**config.mk**
```make
export PLATFORM = sky130hd
export DESIGN_NAME = spi_master_flat
export DESIGN_NICKNAME = d
export VERILOG_FILES = /design/src/rtl/spi_master_if.sv /design/src/rtl/spi_master.sv /design/src/flat_wrapper.sv
export SDC_FILE = /design/constraint.sdc
export NUM_CORES = 1
export LEC_CHECK = 0
export ABC_CLOCK_PERIOD_IN_PS = 1600
export CORE_ASPECT_RATIO = 1.1
export CORE_UTILIZATION = 50
export CTS_BUF_LIST = sky130_fd_sc_hd__clkbuf_8
export DETAILED_ROUTE_END_ITERATION = 6
export GPL_ROUTABILITY_DRIVEN = 0
export PLACE_DENSITY_LB_ADDON = 0.15
export SLEW_MARGIN = 25
export SYNTH_ARGS = -nofsm -noshare
export SYNTH_HDL_FRONTEND = slang
export SYNTH_SLANG_ARGS = --single-unit
```
**constraint.sdc**
```tcl
create_clock -name clk -period 1.6 [get_ports clk]
set_input_delay 0.16 -clock clk [delete_from_list [all_inputs] [get_ports clk]]
set_output_delay 0.16 -clock clk [all_outputs]
set_load 0.005 [all_outputs]
```
**src/rtl/spi_master_if.sv**
```systemverilog
// Bus between spi_master and its user/slave: parallel start/busy/done handshake plus the SPI pins.
// The master modport is the spi_master's view; slave is the view of everything around it.
interface spi_master_if #(
    parameter int DATA_WIDTH = 8
);
    logic                  start;
    logic [DATA_WIDTH-1:0] tx_data;
    logic                  busy;
    logic                  done;
    logic [DATA_WIDTH-1:0] rx_data;
    logic                  sclk;
    logic                  mosi;
    logic                  miso;
    logic                  ss;

    modport master (
        input  start, tx_data, miso,
        output busy, done, rx_data, sclk, mosi, ss
    );

    modport slave (
        output start, tx_data, miso,
        input  busy, done, rx_data, sclk, mosi, ss
    );
endinterface

```
**src/rtl/spi_master.sv**
```systemverilog
// CPOL=0 SPI master: mosi changes on falling sclk, miso sampled on rising sclk, sclk = clk/(2*CLK_DIV).
// Optional macro SPI_MASTER_LSB_FIRST_EN switches both directions to LSB-first; timing is unchanged.
module spi_master #(
    parameter int DATA_WIDTH = 8,
    parameter int CLK_DIV    = 4
) (
    input  logic          clk,
    input  logic          rst,
    spi_master_if.master  bus,
    output logic [1:0]    dbg_state_o
);
    typedef enum logic [1:0] {
        IDLE  = 2'd0,
        LEAD  = 2'd1,
        SHIFT = 2'd2,
        TRAIL = 2'd3
    } state_t;

    localparam int DIV_W = (CLK_DIV > 1) ? $clog2(CLK_DIV) : 1;
    localparam int CNT_W = $clog2(DATA_WIDTH + 1);
    localparam logic [DIV_W-1:0] DIV_RELOAD = DIV_W'(CLK_DIV - 1);
    localparam logic [CNT_W-1:0] LAST_IDX   = CNT_W'(DATA_WIDTH - 1);

    state_t                state_q, state_d;
    logic [DIV_W-1:0]      div_q, div_d;
    logic [CNT_W-1:0]      bit_cnt_q, bit_cnt_d;
    logic [DATA_WIDTH-1:0] tx_q, tx_d;
    logic [DATA_WIDTH-1:0] rx_q, rx_d;
    logic [DATA_WIDTH-1:0] rx_data_q, rx_data_d;
    logic                  sclk_q, sclk_d;
    logic                  mosi_q, mosi_d;
    logic                  ss_q, ss_d;
    logic                  busy_q, busy_d;
    logic                  done_q, done_d;

    logic                  tx_first;
    logic                  tx_next;
    logic [DATA_WIDTH-1:0] tx_shifted;
    logic [DATA_WIDTH-1:0] rx_shifted;

`ifdef SPI_MASTER_LSB_FIRST_EN
    assign tx_first   = bus.tx_data[0];
    assign tx_next    = tx_q[1];
    assign tx_shifted = tx_q >> 1;
    assign rx_shifted = {bus.miso, rx_q[DATA_WIDTH-1:1]};
`else
    assign tx_first   = bus.tx_data[DATA_WIDTH-1];
    assign tx_next    = tx_q[DATA_WIDTH-2];
    assign tx_shifted = tx_q << 1;
    assign rx_shifted = {rx_q[DATA_WIDTH-2:0], bus.miso};
`endif

    always_ff @(posedge clk) begin
        if (rst) begin
            state_q   <= IDLE;
            div_q     <= '0;
            bit_cnt_q <= '0;
            tx_q      <= '0;
            rx_q      <= '0;
            rx_data_q <= '0;
            sclk_q    <= 1'b0;
            mosi_q    <= 1'b0;
            ss_q      <= 1'b1;
            busy_q    <= 1'b0;
            done_q    <= 1'b0;
        end else begin
            state_q   <= state_d;
            div_q     <= div_d;
            bit_cnt_q <= bit_cnt_d;
            tx_q      <= tx_d;
            rx_q      <= rx_d;
            rx_data_q <= rx_data_d;
            sclk_q    <= sclk_d;
            mosi_q    <= mosi_d;
            ss_q      <= ss_d;
            busy_q    <= busy_d;
            done_q    <= done_d;
        end
    end

    // Handshake: start is taken only in IDLE outside the done cycle; busy covers the
    // transfer up to the cycle before the single-cycle done pulse; nothing is queued.
    always_comb begin
        state_d   = state_q;
        div_d     = div_q;
        bit_cnt_d = bit_cnt_q;
        tx_d      = tx_q;
        rx_d      = rx_q;
        rx_data_d = rx_data_q;
        sclk_d    = sclk_q;
        mosi_d    = mosi_q;
        ss_d      = ss_q;
        busy_d    = busy_q;
        done_d    = 1'b0;

        case (state_q)
            IDLE: begin
                ss_d   = 1'b1;
                sclk_d = 1'b0;
                if (bus.start && !done_q) begin
                    tx_d      = bus.tx_data;
                    mosi_d    = tx_first;
                    div_d     = DIV_RELOAD;
                    bit_cnt_d = '0;
                    ss_d      = 1'b0;
                    busy_d    = 1'b1;
                    state_d   = LEAD;
                end
            end
            LEAD: begin
                if (div_q == '0) begin
                    div_d   = DIV_RELOAD;
                    sclk_d  = 1'b1;
                    rx_d    = rx_shifted;
                    state_d = SHIFT;
                end else begin
                    div_d = div_q - DIV_W'(1);
                end
            end
            SHIFT: begin
                if (div_q == '0) begin
                    div_d = DIV_RELOAD;
                    if (sclk_q) begin
                        sclk_d    = 1'b0;
                        tx_d      = tx_shifted;
                        bit_cnt_d = bit_cnt_q + CNT_W'(1);
                        // Last falling edge: line parks at 0 for the trailing gap.
                        if (bit_cnt_q == LAST_IDX) begin
                            mosi_d  = 1'b0;
                            state_d = TRAIL;
                        end else begin
                            mosi_d = tx_next;
                        end
                    end else begin
                        sclk_d = 1'b1;
                        rx_d   = rx_shifted;
                    end
                end else begin
                    div_d = div_q - DIV_W'(1);
                end
            end
            TRAIL: begin
                if (div_q == '0) begin
                    div_d     = '0;
                    bit_cnt_d = '0;
                    ss_d      = 1'b1;
                    busy_d    = 1'b0;
                    done_d    = 1'b1;
                    rx_data_d = rx_q;
                    state_d   = IDLE;
                end else begin
                    div_d = div_q - DIV_W'(1);
                end
            end
            default: state_d = IDLE;
        endcase
    end

    assign bus.busy    = busy_q;
    assign bus.done    = done_q;
    assign bus.rx_data = rx_data_q;
    assign bus.sclk    = sclk_q;
    assign bus.mosi    = mosi_q;
    assign bus.ss      = ss_q;
    assign dbg_state_o = state_q;
endmodule

```
**src/flat_wrapper.sv**
```systemverilog
// flat-port wrapper written by rule: the top's interface ports become plain ports
module spi_master_flat 
#(
    parameter int DATA_WIDTH = 8,
    parameter int CLK_DIV    = 4
)
  (clk, rst, dbg_state_o, bus_start, bus_tx_data, bus_miso, bus_busy, bus_done, bus_rx_data, bus_sclk, bus_mosi, bus_ss);
  spi_master_if #(.DATA_WIDTH(DATA_WIDTH)) bus_i ();
  input  logic clk;
  input  logic rst;
  output logic [1:0] dbg_state_o;
  input wire logic [$bits(bus_i.start)-1:0] bus_start;
  input wire logic [$bits(bus_i.tx_data)-1:0] bus_tx_data;
  input wire logic [$bits(bus_i.miso)-1:0] bus_miso;
  output wire logic [$bits(bus_i.busy)-1:0] bus_busy;
  output wire logic [$bits(bus_i.done)-1:0] bus_done;
  output wire logic [$bits(bus_i.rx_data)-1:0] bus_rx_data;
  output wire logic [$bits(bus_i.sclk)-1:0] bus_sclk;
  output wire logic [$bits(bus_i.mosi)-1:0] bus_mosi;
  output wire logic [$bits(bus_i.ss)-1:0] bus_ss;
  assign bus_i.start = bus_start;
  assign bus_i.tx_data = bus_tx_data;
  assign bus_i.miso = bus_miso;
  assign bus_busy = bus_i.busy;
  assign bus_done = bus_i.done;
  assign bus_rx_data = bus_i.rx_data;
  assign bus_sclk = bus_i.sclk;
  assign bus_mosi = bus_i.mosi;
  assign bus_ss = bus_i.ss;
  spi_master #(.DATA_WIDTH(DATA_WIDTH), .CLK_DIV(CLK_DIV)) u_core (.clk(clk), .rst(rst), .bus(bus_i), .dbg_state_o(dbg_state_o));
endmodule
```
==> metrics.md, run 1 <==
| Metric | Value |
|---|---|
| Status | `finished with violations` |
| Failing checks | `negative setup slack` |
| Crit path launch type | `flop` |
| Primary FF master, synth | `dfxtp_1` |
| Maximum VDD drop | `1.20 mV` |
| Async SR Flop Fraction | `0` |
| Layout cells sized above 1 | `0.295` |
| Period minus WS final | `1670 ps` |
| Max-cap viol count | `0` |
| Critical path endpoint | `u_core.dbg_state_o[0]` |
| Area of placed instances | `2270 um^2` |
| Vias | `1549` |
| # DRC | `0` |
| Syn avg cell area | `9.29 um^2` |
| Clock sink count | `36` |
| Core area | `3330 um^2` |
| CP endpoint kind | `flop` |
| Highest-count cells in the layout ignoring fill and taps | `dfxtp_1, clkdlybuf4s50_1, buf_4, nor2_1, mux2i_1` |
| CTS buffer count | `5` |
| Bufs on Longest Clock Path | `2` |
| Critical R2R Launch | `u_core.dbg_state_o[1]` |
| Hold Violations, Final | `0` |
| Leak | `1.01 nW` |
| Worst endpoint data arrival time | `1840 ps` |
| Setup slack, reg-to-reg | `-70 ps` |
| Mapped Cells | `187` |
| Reg2reg end | `u_core.dbg_state_o[0]` |
| Post-synth EDFFs | `0` |
| PD cells | `1880 nW/um^2` |
| Total power | `0.00476 W` |
| Mapped cell area | `1740 um^2` |
| Worst setup path startpoint | `u_core.dbg_state_o[1]` |
| Area grow syn2layout | `45.7%` |
| TritonCTS clock tree | `done` |
| Syn. warnings | `0` |
| Wirelength per Cell | `14.9 um` |
| Cell taking the most area after synthesis | `dfxtp_1` |
| Die Y | `63.8 um` |
| Max-slew headroom | `0.790` |
| Final net count | `261` |
| Synth cell types | `39` |
| DRT iter0 DRCs | `57` |
| All-layer global routing usage | `0.252` |
| Top cell type's share of synthesized area | `0.415` |
| Initial core utilization | `0.521` |
| RSZ-0062 raised after global routing | `yes` |
| Hold WC Path Type | `reg2reg` |
| Clock-pin slew on the worst setup and hold paths | `70 ps` |
| IO buf count | `26` |
| Fin area | `2530 um^2` |
| Row cnt | `22` |
| Final Hold Slack | `456 ps` |
| Cell depth of the worst flop-to-flop path | `6` |
| Cts hold-fix bufs | `0` |
| Final setup viols | `1` |
| Total Routed Length | `4320 um` |
| FF+latch count, synth | `36` |
| Remaining antenna violation count after routing | `0` |
| Post-DR vias/cell | `5.36` |
| CP max FO | `6` |
| Pin count of the biggest net entering global routing | `26` |
| Slew Limit Fails | `0` |
| Die X | `58.2 um` |
| CTS H-Tree Depth | `2` |
| Most common cell after layout, fill and taps aside | `dfxtp_1` |
| Number of global-route vias before repair | `1573` |
| Syn_nets | `208` |
| I/O pin cnt | `27` |
| Fmax | `0.600 GHz` |
| Setup ws final | `-65.7 ps` |
| CTS root buf | `clkbuf_8` |
| Crit Path Category | `reg2reg` |
| Total gr overflow | `0` |
| Hpwl dp | `2880 um` |
| Number of diodes | `0` |
| First-pass GRT wire length | `7090 um` |
| Clk_lat worst skew | `290 ps` |
| Die area | `3710 um^2` |
| First drt pass iteration count | `2` |
| Crit path required time | `1780 ps` |
| Fillcell total | `229` |
| Initial antenna violation count | `0` |
| Synth top area cells | `dfxtp_1, mux2i_1, ha_1` |
| Worst Max-Slew Pin Slew | `315 ps` |
| Final period util | `1.04` |
| Clock Skews | `5.96 ps` |
| Sequential share of the synthesized area | `0.415` |
## state kept, by name, indices dropped and copies added, names as in the netlist
name and flops:
u_core.bus.busy 1, u_core.bit_cnt_q 4, u_core.bus.rx_data 8, u_core.bus.sclk 1, u_core.div_q 2, u_core.dbg_state_o 2, u_core.tx_q 7, u_core.bus.done 1
u_core.bus.ss 1, u_core.bus.mosi 1, u_core.rx_q 8
## worst max-delay path: stages (launching register included)
cell and delay (ps):
dfxtp_4 390, buf_12 140, ha_4 150, nor2b_4 130
o21a_4 220, or4_1 390, o211a_1 140
## what timing repair did
item | in CTS | in global routing
gates cloned | 1 | 0
setup endpoints to repair | 18 | 20
pin swaps | 4 | 13
endpoints found under the hold margin | 0 | 0
resized for setup | 15 | 13
buffers inserted | 4 | 3
## metrics by stage
stage	util	setup WS, ps	std cells	setup TNS, ps
floorplan	-	-21.7	187	-50.3
finish	0.760	-65.7	289	-65.7
CTS	0.748	-63.2	287	-208
global placement	0.680	-75.3	274	-92.8
global route	0.760	-110	289	-456
detailed placement	0.680	-145	274	-1000
## worst min-delay path by stage
stage / startpoint / endpoint / slack (ps) / cells after the start
after floorplan: bus_miso / u_core.rx_q[0] / 300 / 2
after global placement: u_core.bit_cnt_q[3] / u_core.bit_cnt_q[3] / 440 / 1
after detailed placement: u_core.bus.rx_data[4] / u_core.bus.rx_data[4] / 450 / 2
after CTS: u_core.bus.rx_data[4] / u_core.bus.rx_data[4] / 460 / 2
after global routing: u_core.bus.rx_data[6] / u_core.bus.rx_data[6] / 490 / 2
final: u_core.bus.rx_data[4] / u_core.bus.rx_data[4] / 460 / 2
## cell usage after synthesis (3+ instances only)
library cell  number
clkbuf_1           6
inv_1             10
nand2b_1           3
ha_1               9
mux2i_1           16
nor2_1            19
a211oi_1           5
o21ai_0            6
a21oi_1           15
nand2_1           13
nand3_1           11
dfxtp_1           36
## cell families (layout without fill, tap and decap cells)
family,after synthesis,in the layout,share of synthesized area
adders and majority gates,9,9,0.0648
DFF,36,36,0.415
and+or+nand+nor,59,59,0.167
muxes,16,16,0.0922
AOI/OAI and AO/OA,45,45,0.199
buffers and inverters,22,76,0.0620
## cell type report
cell class                 instances  area (um^2)  area share
clock inverter                     3         18.8     0.00741
multi-input combinational        129         1050       0.413
timing repair buffer              58          566       0.223
tap                               48         60.1      0.0237
clock buffer                       5         68.8      0.0272
sequential                        36          729       0.288
inverter                          10         42.5      0.0168
## report_power, final
group / switching [W] / total, W / internal [W]
Sequential: 0.000176 / 0.00128 / 0.00110
Clock: 0.000337 / 0.000640 / 0.000303
Combinational: 0.00127 / 0.00285 / 0.00157
## metal layers
| layer | up-vias | share of wire | GRT usage |
|---|---|---|---|
| li1 | 765 | - | - |
| met1 | 752 | 0.45 | 0.286 |
| met2 | 24 | 0.50 | 0.435 |
| met3 | 8 | 0.037 | 0.0769 |
| met4 | 0 | 0.014 | 0.0952 |
| met5 | - | 0 | 0 |
(Power assumes the default switching activity.)
==> run 2: changes to the inputs <==
ABC_CLOCK_PERIOD_IN_PS = 2050   (was 1600)
CAP_MARGIN = 20   (was not set)
CORE_UTILIZATION = 55   (was 50)
PLACE_DENSITY = 0.78   (was not set)
PLACE_DENSITY_LB_ADDON = not set   (was 0.15)
clock period = 2.05 ns   (was 1.6 ns; I/O delays follow)
==> run 2 against run 1 <==
Net effect:
- the run now ends clean
- sequential cell count stayed put
- first-iteration DRC count is 23% lower
- sequential power is 26% lower
- highest routed layer unchanged
- core utilization is 5.9 points lower
- register-to-register slack better by 230 ps
- routed wire length is 15% lower
- largest power group unchanged
==> metrics.md, run 2 (same netlist as run 1, synthesis figures left out) <==
| Metric | Value |
|---|---|
| Hold WC Path Type | `reg2reg` |
| Maximum VDD drop | `0.974 mV` |
| CTS buffer count | `5` |
| Post-DR vias/cell | `5.79` |
| Cell depth of the worst flop-to-flop path | `6` |
| Worst endpoint data arrival time | `2060 ps` |
| Internal power | `0.00182 W` |
| Status | `complete, no violations` |
| Die X | `55.6 um` |
| Worst min-delay path startpoint | `u_core.bus.rx_data[3]` |
| Final Hold Slack | `456 ps` |
| Final setup viols | `0` |
| Clock sink count | `36` |
| Bufs on Longest Clock Path | `2` |
| Top routing layer used | `met4` |
| Die Y | `60.9 um` |
| CP max FO | `8` |
| Clock share of power | `0.210` |
| Leak | `0.853 nW` |
| Most common cell after layout, fill and taps aside | `dfxtp_1` |
| Setup slack, reg-to-reg | `170 ps` |
| PD cells | `1370 nW/um^2` |
| Met1 WL | `1700 um` |
| Layout cells sized above 1 | `0.0935` |
| Sw frac | `0.377` |
| Crit path launch type | `flop` |
| Number of global-route vias before repair | `1308` |
| Highest-count cells in the layout ignoring fill and taps | `dfxtp_1, clkdlybuf4s50_1, nor2_1, mux2i_1, a21oi_1` |
| RSZ-0062 raised after global routing | `no` |
| Combinational power share | `0.464` |
| CP endpoint kind | `flop` |
| TritonCTS clock tree | `done` |
| Length of routed met2 wiring | `1740 um` |
| Clock Skews | `7.54 ps` |
| Crit Path Category | `reg2reg` |
| DRT iter0 DRCs | `44` |
| Wirelength per Cell | `14.9 um` |
| Period minus WS final | `1880 ps` |
| Clk_lat worst skew | `290 ps` |
| Hold path depth | `2` |
| Max-slew headroom | `0.728` |
| Hpwl dp | `2520 um` |
| IO buf count | `26` |
| CTS H-Tree Depth | `2` |
| Area grow syn2layout | `22.0%` |
| Fmax | `0.531 GHz` |
| Die area | `3390 um^2` |
| Initial core utilization | `0.575` |
| Switching power | `0.00110 W` |
| Total gr overflow | `0` |
| Core area | `3020 um^2` |
| Cts hold-fix bufs | `0` |
| I/O pin cnt | `27` |
| Slew Limit Fails | `0` |
| Met3 routed wirelength | `155 um` |
| Worst Max-Slew Pin Slew | `403 ps` |
| First-pass GRT wire length | `5870 um` |
| First drt pass iteration count | `4` |
| Final period util | `0.919` |
| Number of diodes | `0` |
| Initial antenna violation count | `0` |
| Final net count | `234` |
| Pin count of the biggest net entering global routing | `26` |
| Row cnt | `21` |
| Remaining antenna violation count after routing | `0` |
| CTS root buf | `clkbuf_8` |
| Total Negative Setup Slacks | `0 ps` |
| Sequential Power Share | `0.326` |
| Total Routed Length | `3690 um` |
| Vias | `1435` |
| Reg2reg end | `u_core.dbg_state_o[0]` |
| Hold Violations, Final | `0` |
| Setup Fix Bufs, Post-CTS | `0` |
| Crit path required time | `2230 ps` |
| Hold Path Sink | `u_core.bus.rx_data[3]` |
| All-layer global routing usage | `0.227` |
| Critical R2R Launch | `u_core.div_q[0]` |
| Clock-pin slew on the worst setup and hold paths | `70 ps` |
| # DRC | `0` |
| Max-cap viol count | `0` |
run 2: final cells by class:
type | count | area [um^2]
inverters | 10 | 37.5
clock inverters | 3 | 38.8
clock buffers | 5 | 68.8
flip-flops and latches | 36 | 721
multi-input cells | 129 | 913
repair buffers | 31 | 298
fillers | 240 | 902
well taps | 34 | 42.5
run 2: how the worst max path moves through the flow:
stage,cells after the start,slack (ps),to,startpoint
2_1_floorplan,8,360,u_core.tx_q[4],u_core.dbg_state_o[0]
3_3_place_gp,6,240,u_core.rx_q[2],u_core.dbg_state_o[0]
3_5_place_dp,7,140,u_core.bus.mosi,u_core.dbg_state_o[0]
4_1_cts,7,120,u_core.bus.mosi,u_core.dbg_state_o[0]
5_1_grt,7,40,u_core.bus.mosi,u_core.dbg_state_o[0]
6_report,6,170,u_core.dbg_state_o[0],u_core.div_q[0]
run 2: what timing repair did:
item / 4_1_cts / 5_1_grt
endpoints found under the setup margin: 0 / 6
endpoints found under the hold margin: 0 / 0
gates resized for setup: 0 / 2
run 2: critical path, stage by stage, from the launching register on:
cell     delay (ps)
dfxtp_1         320
inv_1           120
ha_1            370
nor2b_4          90
o21a_4          220
or4_1           490
o211a_1         160
run 2: layer usage:
metal,vias to the layer above,GRT usage
met3,12,0.0618
met5,-,0
met2,31,0.379
li1,710,-
met4,0,0.129
met1,682,0.271
run 2: power by group through the flow:
| stage | registers [W] | clock network [W] | logic (W) |
|---|---|---|---|
| 3_3_place_gp | 0.000951 | 0 | 0.00126 |
| 2_1_floorplan | 0.000947 | 0 | 0.00103 |
| 4_1_cts | 0.000950 | 0.000629 | 0.00133 |
| 6_report | 0.000950 | 0.000613 | 0.00135 |
| 3_5_place_dp | 0.000965 | 0 | 0.00132 |
| 5_1_grt | 0.000967 | 0.000647 | 0.00149 |
run 2: through the flow:
stage | power [W] | setup WS, ps | cell area [um^2] | utilization | instances
final | 0.00291 | 167 | 2120 | 0.701 | 248
after global routing | 0.00310 | 40.0 | 2120 | 0.701 | 248
after CTS | 0.00291 | 122 | 2110 | 0.700 | 248
after detailed placement | 0.00229 | 141 | 2010 | 0.664 | 240
after global placement | 0.00221 | 241 | 2010 | 0.664 | 240
after floorplan | 0.00198 | 361 | 1740 | - | 187
